**src/rtl/bus_pkg.sv**
```systemverilog
// Shared constants for the bus multiplexer/arbiter slice.
package bus_pkg;

  localparam logic MODE_SEL  = 1'b0;
  localparam logic MODE_RR   = 1'b1;
  localparam int   BUS_WIDTH = 8;

endpackage

```
**src/rtl/bus_mux_arb_if.sv**
```systemverilog
// Channel-side and bus-side handshake signals of bus_mux_arb, grouped as one interface.
interface bus_mux_arb_if #(
  parameter int WIDTH = bus_pkg::BUS_WIDTH,
  parameter int NCH   = 4,
  parameter int SELW  = $clog2(NCH),
  parameter int CNTW  = 16
);

  logic [NCH*WIDTH-1:0] in_data;
  logic [NCH-1:0]       in_valid;
  logic [NCH-1:0]       in_ready;
  logic [SELW-1:0]      sel;
  logic                 mode_rr;
  logic [WIDTH-1:0]     out_data;
  logic                 out_valid;
  logic                 out_ready;
  logic [SELW-1:0]      out_src;
  logic [CNTW-1:0]      xfer_cnt;

  modport master (
    output in_data, in_valid, sel, mode_rr, out_ready,
    input  in_ready, out_data, out_valid, out_src, xfer_cnt
  );

  modport slave (
    input  in_data, in_valid, sel, mode_rr, out_ready,
    output in_ready, out_data, out_valid, out_src, xfer_cnt
  );

endinterface

```
**src/rtl/rr_arbiter.sv**
```systemverilog
// Combinational rotate-priority search: first requester after ptr, ptr itself last.
module rr_arbiter #(
  parameter int NCH  = 4,
  parameter int SELW = $clog2(NCH)
) (
  input  logic [NCH-1:0]  req,
  input  logic [SELW-1:0] ptr,
  output logic [SELW-1:0] gnt_idx,
  output logic            gnt_valid
);

  always_comb begin
    gnt_idx   = '0;
    gnt_valid = 1'b0;
    // Walk the distance from farthest to nearest so the closest requester wins.
    for (int k = NCH; k >= 1; k--) begin
      if (req[(int'(ptr) + k) % NCH]) begin
        gnt_idx   = SELW'((int'(ptr) + k) % NCH);
        gnt_valid = 1'b1;
      end
    end
  end

endmodule

```
**src/rtl/bus_mux_arb.sv**
```systemverilog
// N-channel registered bus mux with explicit-select or round-robin source choice.
module bus_mux_arb
  import bus_pkg::*;
#(
  parameter int WIDTH = BUS_WIDTH,
  parameter int NCH   = 4,
  parameter int SELW  = $clog2(NCH),
  parameter int CNTW  = 16
) (
  input  logic          clk,
  input  logic          rst_n,
  bus_mux_arb_if.slave  bus
);

  logic [WIDTH-1:0] out_data_q, out_data_d;
  logic             out_valid_q, out_valid_d;
  logic [SELW-1:0]  out_src_q, out_src_d;
  logic [CNTW-1:0]  xfer_cnt_q, xfer_cnt_d;
  logic [SELW-1:0]  rr_ptr_q, rr_ptr_d;

  logic [SELW-1:0]  rr_idx;
  logic             rr_valid;
  logic             sel_valid;
  logic [SELW-1:0]  grant_idx;
  logic             grant_valid;
  logic             load_en;
  logic             xfer;
  logic [WIDTH-1:0] grant_data;

  rr_arbiter #(.NCH(NCH), .SELW(SELW)) u_rr_arbiter (
    .req       (bus.in_valid),
    .ptr       (rr_ptr_q),
    .gnt_idx   (rr_idx),
    .gnt_valid (rr_valid)
  );

  // Matching sel against each legal index keeps out-of-range values from granting.
  always_comb begin
    sel_valid = 1'b0;
    for (int i = 0; i < NCH; i++) begin
      if (bus.sel == SELW'(i) && bus.in_valid[i]) sel_valid = 1'b1;
    end
  end

  assign grant_idx   = (bus.mode_rr == MODE_RR) ? rr_idx   : bus.sel;
  assign grant_valid = (bus.mode_rr == MODE_RR) ? rr_valid : sel_valid;
  assign load_en     = !out_valid_q || bus.out_ready;
  assign xfer        = |(bus.in_ready & bus.in_valid);

  for (genvar gi = 0; gi < NCH; gi++) begin : g_ready
    assign bus.in_ready[gi] = rst_n && load_en && grant_valid && (grant_idx == SELW'(gi));
  end

  always_comb begin
    grant_data = '0;
    for (int i = 0; i < NCH; i++) begin
      if (grant_idx == SELW'(i)) grant_data = bus.in_data[i*WIDTH +: WIDTH];
    end
  end

  always_comb begin
    out_data_d  = out_data_q;
    out_src_d   = out_src_q;
    out_valid_d = out_valid_q;
    xfer_cnt_d  = xfer_cnt_q;
    rr_ptr_d    = rr_ptr_q;
    if (xfer) begin
      out_data_d  = grant_data;
      out_src_d   = grant_idx;
      out_valid_d = 1'b1;
      xfer_cnt_d  = xfer_cnt_q + CNTW'(1);
      if (bus.mode_rr == MODE_RR) rr_ptr_d = grant_idx;
    end else if (bus.out_ready) begin
      out_valid_d = 1'b0;
    end
  end

  always_ff @(posedge clk or negedge rst_n) begin
    if (!rst_n) begin
      out_data_q  <= '0;
      out_valid_q <= 1'b0;
      out_src_q   <= '0;
      xfer_cnt_q  <= '0;
      rr_ptr_q    <= SELW'(NCH - 1);
    end else begin
      out_data_q  <= out_data_d;
      out_valid_q <= out_valid_d;
      out_src_q   <= out_src_d;
      xfer_cnt_q  <= xfer_cnt_d;
      rr_ptr_q    <= rr_ptr_d;
    end
  end

  assign bus.out_data  = out_data_q;
  assign bus.out_valid = out_valid_q;
  assign bus.out_src   = out_src_q;
  assign bus.xfer_cnt  = xfer_cnt_q;

endmodule

```
**src/flat_wrapper.sv**
```systemverilog
// flat-port wrapper written by rule: the top's interface ports become plain ports
module bus_mux_arb_flat import bus_pkg::*;
#(
  parameter int WIDTH = BUS_WIDTH,
  parameter int NCH   = 4,
  parameter int SELW  = $clog2(NCH),
  parameter int CNTW  = 16
)
  (clk, rst_n, bus_in_data, bus_in_valid, bus_sel, bus_mode_rr, bus_out_ready, bus_in_ready, bus_out_data, bus_out_valid, bus_out_src, bus_xfer_cnt);
  bus_mux_arb_if #(.WIDTH(WIDTH), .NCH(NCH), .SELW(SELW), .CNTW(CNTW)) bus_i ();
  input  logic clk;
  input  logic rst_n;
  input wire logic [$bits(bus_i.in_data)-1:0] bus_in_data;
  input wire logic [$bits(bus_i.in_valid)-1:0] bus_in_valid;
  input wire logic [$bits(bus_i.sel)-1:0] bus_sel;
  input wire logic [$bits(bus_i.mode_rr)-1:0] bus_mode_rr;
  input wire logic [$bits(bus_i.out_ready)-1:0] bus_out_ready;
  output wire logic [$bits(bus_i.in_ready)-1:0] bus_in_ready;
  output wire logic [$bits(bus_i.out_data)-1:0] bus_out_data;
  output wire logic [$bits(bus_i.out_valid)-1:0] bus_out_valid;
  output wire logic [$bits(bus_i.out_src)-1:0] bus_out_src;
  output wire logic [$bits(bus_i.xfer_cnt)-1:0] bus_xfer_cnt;
  assign bus_i.in_data = bus_in_data;
  assign bus_i.in_valid = bus_in_valid;
  assign bus_i.sel = bus_sel;
  assign bus_i.mode_rr = bus_mode_rr;
  assign bus_i.out_ready = bus_out_ready;
  assign bus_in_ready = bus_i.in_ready;
  assign bus_out_data = bus_i.out_data;
  assign bus_out_valid = bus_i.out_valid;
  assign bus_out_src = bus_i.out_src;
  assign bus_xfer_cnt = bus_i.xfer_cnt;
  bus_mux_arb #(.WIDTH(WIDTH), .NCH(NCH), .SELW(SELW), .CNTW(CNTW)) u_core (.clk(clk), .rst_n(rst_n), .bus(bus_i));
endmodule
```
**config.mk**
```make
export PLATFORM = sky130hd
export DESIGN_NAME = bus_mux_arb_flat
export DESIGN_NICKNAME = d
export VERILOG_FILES = /design/src/rtl/bus_pkg.sv /design/src/rtl/bus_mux_arb_if.sv /design/src/rtl/rr_arbiter.sv /design/src/rtl/bus_mux_arb.sv /design/src/flat_wrapper.sv
export SDC_FILE = /design/constraint.sdc
export NUM_CORES = 1
export LEC_CHECK = 0
export CAP_MARGIN = 20
export CORE_MARGIN = 2
export CORE_UTILIZATION = 35
export CTS_CLUSTER_DIAMETER = 200
export DETAILED_ROUTE_END_ITERATION = 8
export PLACE_DENSITY = 0.69
export SETUP_SLACK_MARGIN = 0.05
export SKIP_CTS_REPAIR_TIMING = 1
export SLEW_MARGIN = 20
export SYNTH_ARGS = -nofsm -noshare
export SYNTH_HDL_FRONTEND = slang
export SYNTH_SLANG_ARGS = --single-unit
```
**constraint.sdc**
```tcl
create_clock -name clk -period 3.35 [get_ports clk]
set_input_delay 0.5025 -clock clk [delete_from_list [all_inputs] [get_ports clk]]
set_output_delay 0.5025 -clock clk [all_outputs]
set_load 0.03 [all_outputs]
```
Yosys cells after proc, flatten, opt, wreduce, memory -nomap -nowiden:

Index checks and enable logic that the tools add are counted.
W data, S select, Z words.

* register bits: 29
* bits of input ports: 42

* add/sub/neg operators: 5
* $lt $le $gt $ge: 4
* equal/unequal tests: 6
* muxes and demuxes: 32
* bitwise logic cells: 5
* reductions and logical operators: 21

Operators by type and width (count)
* $mux W8: 4
* $mux W1: 19
* $add A16 B1 Y16 const B: 1
* $lt A3 B4 Y1 const B: 4
* $logic_and A1 B1 Y1: 10
* $mux W2: 5
* $bmux W1 S2: 4
* $eq A2 B2 Y1 const B: 4
* $reduce_or A2 Y1: 4
* $add A2 B1 Y2 const B: 2
* $add A2 B2 Y2 const B: 2
* $and A1 B1 Y1 const A: 4
* $and A4 B4 Y4: 1
* $eq A2 B1 Y1 const B: 2
* $logic_not A2 Y1: 2
* $reduce_or A4 Y1: 1
* $reduce_and A2 Y1: 1
* $reduce_bool A2 Y1: 1
* $logic_not A1 Y1: 1
* $logic_or A1 B1 Y1: 1

Depth between registers and ports, before layout:

* depth after elaboration: 16
* gate-level depth with buffers: 8
* gate-level depth less buffers: 6

Cells and area by module:

From an unflattened synthesis, not the netlist that was laid out.

* cells, all modules: 166
* area total of the unflattened synthesis: 1805.5 µm²

Modules (own cells, without submodules)
* bus_mux_arb: times used 1, cells an instance 152, area each 1714.1 µm², sequential area each 728.2 µm²
* rr_arbiter: times used 1, cells an instance 14, area each 91.3 µm², sequential area each 0.0 µm²

Least setup slack after synthesis:

No wires, ideal clock.

* path type: input -> output
* from: in bus_mode_rr
* to: out bus_in_ready[0]
* arrival time: 2.119 ns
* setup slack: 0.729 ns
* stages: 7
* path buffers: 3
* cell sequence: clkbuf_1 -> inv_1 -> a31oi_1 -> a31oi_1 -> buf_6 -> buf_2 -> nor3_1

* longest elaborated chain between the ends: 3
* elaborated cells on any way between the ends: 5

Ends and longest elaborated chain
* start, declared: RTL line flat_wrapper.sv:16 `input wire logic [$bits(bus_i.mode_rr)-1:0] bus_mode_rr;`
* $mux W2 / $mux W1 (equally long branches): RTL line bus_mux_arb.sv:45, bus_mux_arb.sv:46
* $logic_not A2 Y1 / $logic_and A1 B1 Y1 (equally long branches): RTL line bus_mux_arb.sv:51 `assign bus.in_ready[gi] = rst_n && load_en && grant_valid && (grant_idx == SELW'(gi));`
* $logic_and A1 B1 Y1 (*): RTL line bus_mux_arb.sv:51
* end, declared: RTL line flat_wrapper.sv:18 `output wire logic [$bits(bus_i.in_ready)-1:0] bus_in_ready;`

Every way passes the cells marked *; elsewhere a longest branch is shown, timed or not.

Final worst setup path:

* from: in bus_in_valid[0]
* to: out bus_in_ready[0]

* longest elaborated chain between the ends: 10
* elaborated cells on any way between the ends: 30

Ends and longest elaborated chain
* start, declared: RTL line flat_wrapper.sv:14 `input wire logic [$bits(bus_i.in_valid)-1:0] bus_in_valid;`
* $bmux W1 S2: RTL line rr_arbiter.sv:17 `if (req[(int'(ptr) + k) % NCH]) begin`
* $mux W1 (not written as such) (2 in a row): RTL line rr_arbiter.sv:17
* $mux W2 / $mux W1 (equally long branches) (4 in a row): RTL line rr_arbiter.sv:17
* $mux W2 / $mux W1 (equally long branches): RTL line bus_mux_arb.sv:45, bus_mux_arb.sv:46
* $logic_not A2 Y1 / $logic_and A1 B1 Y1 (equally long branches): RTL line bus_mux_arb.sv:51
* $logic_and A1 B1 Y1 (*): RTL line bus_mux_arb.sv:51

Every way passes the cells marked *; elsewhere a longest branch is shown, timed or not. The select of a mux whose other input is x is not followed.

==> impl_metrics.ini <==
[timing]
skew_ps = 3.69
slew_viol_final = 0
post-route-period-util_pct = 91.1
setup_viol = 0
worstMarginPinSlew_ps = 682
rsz0062_at_grt = no
fin_crit_ps = 3050
setup_slack_ps = 297
hold_viol = 0
maxSlewHeadroom_pct = 54.5
fin_tns_setup_ps = 0
fmax_ghz = 0.327

[pwr]
switching_power_uw = 567
p_leak_uw = 0.00105
powerDensity_nw_per_um2 = 586
switching_share_pct = 39.0
p_clk_share_pct = 19.1
vdd_drop_max_mv = 0.334
p_comb_share_pct = 44.4
p_int_uw = 888
pwr-share-seq_pct = 36.6

[route]
viasPerCell = 5.17
initialDrtViolationCount = 78
drtAntennaViolNets = 0
finalWirelength_um = 4110
vias = 1555
drcViolationCount = 0
wl_per_cell_um = 13.7
firstDrtPassIters = 4

[die]
die_area_um2 = 5260
die_w_um = 72.5
initial_utilization_pct = 37.0
core_um2 = 4440
die_h_um = 72.5
num_rows = 24
num_io_pins = 73

[logic_synthesis]
synth_area_leaders = dfrtp_1 (41%), xnor2_1 (7.5%), nand2_1 (6.9%)
synth_top_area_share_pct = 41.1
avgSynthCellArea_um2 = 9.55
synth_edf_count = 0
seq_area_frac_synth_pct = 44.3
synth_cell_type_count = 35
ys_ff_latch = 29
yosys_warnings = 0
syn_nets = 215
netlist_instances = 172
synth_top_flop_cell = dfrtp_1
synth_largest_area_cell = dfrtp_1
syn_area_um2 = 1640
synthArstFlopShare_pct = 100
synth.most_common_cell = nand2_1
yosys-top-cells-count = nand2_1 (30), dfrtp_1 (27), nor2_1 (16), xnor2_1 (14), a31oi_1 (11)

[grt]
overflow = 0
grtUsageMet1_pct = 19.9
grt_max_degree = 30
track_usage_pct = 16.6
grt_pass1_vias = 1494
use_met2_pct = 27.5
grt_pass1_wl_um = 6770
busiest_layer = met2
grt_util_met3_pct = 6.53
antenna_found_initial = 0

[place]
gp_congestion = 0.806
port_buffers = 72
place_ws_ps = 339
place_inst = 293
dp_hpwl_um = 3160

[cts]
clkSinkCount = 29
clkLatencyLatePin_ps = 280
cts_tree = yes
cts_buffers = 5
root_buffer = clkbuf_8
clockBufferDepth = 2
cts-htree-levels = 2
path_clk_slew_ps = 60

[critical_path]
critPathLaunchType = input pin
rrSetupSlack_ps = 1100
cp_top_family = buffers and inverters
cp_num_cells = 7
cp_slowest_cell = clkdlybuf4s50_1
timing.critical_path.buf_inv = 3
cp_data_arrival_time_ps = 2550
crit_path_cell_trace = clkdlybuf4s50_1, mux4_2, nand2_1, a21oi_2, inv_2, nor3_1, buf_4
path_class = input pin to output pin
worst_r2r_endpoint = u_core.bus.out_data[4]$_DFFE_PN0P_
crit_path_end_kind = output pin
rr_startpoint = u_core.rr_ptr_q[1]$_DFFE_PN1P_
critPathMaxFanout = 17
max_stage_delay_ps = 590
required_ps = 2850
startpoint = bus_in_valid[0]
r2r_cells = 7
cp-endpoint = bus_in_ready[0]

[outcome]
status = finished clean

[layout]
drive_above_1_share_pct = 10.4
nNetsFinal = 291
area_growth_syn_to_layout_pct = 51.0
utilization_pct = 55.8
num_antenna_cells = 0
fin_cells = 301

[hold_path]
hp-class = register to register

[run]
cap_viol_max_count = 0
registers in the layout (all words and copies together), names as in the netlist:
register	flops
u_core.bus.out_data	8
u_core.bus.out_src	2
u_core.bus.out_valid	1
u_core.bus.xfer_cnt	16
u_core.rr_ptr_q	2
cells in the final DEF (no fill, tap or decap):
cell and instances:
a211oi_1 1, a21oi_1 2, a21oi_2 1, a31o_1 8, a31oi_1 10, a31oi_2 2
and3_1 5, and4_1 2, buf_4 9, clkbuf_1 1, clkbuf_8 5, clkdlybuf4s50_1 68
clkinv_2 2, dfrtp_1 27, dfstp_2 2, ha_1 1, inv_1 4, inv_2 1
mux2_4 2, mux2i_1 9, mux4_2 1, nand2_1 30, nand2b_1 1, nand3_1 6
nand3b_1 1, nand4_1 5, nor2_1 16, nor2_2 1, nor2b_1 1, nor3_1 2
o21a_1 1, o21ai_0 3, o21ai_1 2, o21bai_1 1, o41ai_1 1, xnor2_1 14
xor2_1 1
layer usage:
layer | share of wire [%] | vias to the layer above
li1 | - | 759
met1 | 42 | 725
met2 | 47 | 65
met3 | 9.4 | 6
met4 | 1.1 | 0
met5 | 0 | -
power groups by stage:
stage               clock network, uW  logic [uW]  registers [uW]
finish                            278         645             532
global route                      298         693             546
CTS                               284         652             530
detailed placement                  0         650             535
global placement                    0         646             535
floorplan                           0         258             658
worst min path at each step:
stage                                             start                                   to  slack, ps  cells past startpoint
floorplan                                         rst_n   u_core.bus.out_data[0]$_DFFE_PN0P_        210                      0
global placement    u_core.bus.xfer_cnt[15]$_DFFE_PN0P_  u_core.bus.xfer_cnt[15]$_DFFE_PN0P_        460                      1
detailed placement    u_core.bus.out_src[1]$_DFFE_PN0P_    u_core.bus.out_src[1]$_DFFE_PN0P_        470                      2
CTS                 u_core.bus.xfer_cnt[15]$_DFFE_PN0P_  u_core.bus.xfer_cnt[15]$_DFFE_PN0P_        480                      1
global route        u_core.bus.xfer_cnt[15]$_DFFE_PN0P_  u_core.bus.xfer_cnt[15]$_DFFE_PN0P_        500                      1
finish              u_core.bus.xfer_cnt[15]$_DFFE_PN0P_  u_core.bus.xfer_cnt[15]$_DFFE_PN0P_        470                      1
final cells by class:
class                   instances  area (um^2)
fillers                       403         1960
multi-input cells             130          838
repair buffers                 77          748
flip-flops and latches         29          728
clock buffers                   6         72.6
well taps                      52         65.1
inverters                       5         18.8
clock inverters                 2         10.0
through the flow:
stage / total power, uW / hold WS, ps / cell area, um^2
2_1_floorplan: 917 / 207 / 1640
3_3_place_gp: 1180 / 461 / 2400
3_5_place_dp: 1190 / 465 / 2400
4_1_cts: 1470 / 478 / 2480
5_1_grt: 1540 / 498 / 2480
6_report: 1450 / 470 / 2480
worst reg2reg max path: cells and delay by family (launching register included):
family                 cells  cell delay [ps]
DFF                        1              630
AOI/OAI and AO/OA          4              750
muxes                      2              450
buffers and inverters      1              290
cells by family after synthesis:
logic type	share of synthesized area, %
multiplexers	8.68
XOR/XNOR	8.00
flip-flops	44.3
AO/OA/AOI/OAI	13.8
buffers and inverters	5.03
AND/OR/NAND/NOR	19.4
adder cells (fa/ha/maj)	0.761
Note: power is estimated with default switching activity, not from simulation.
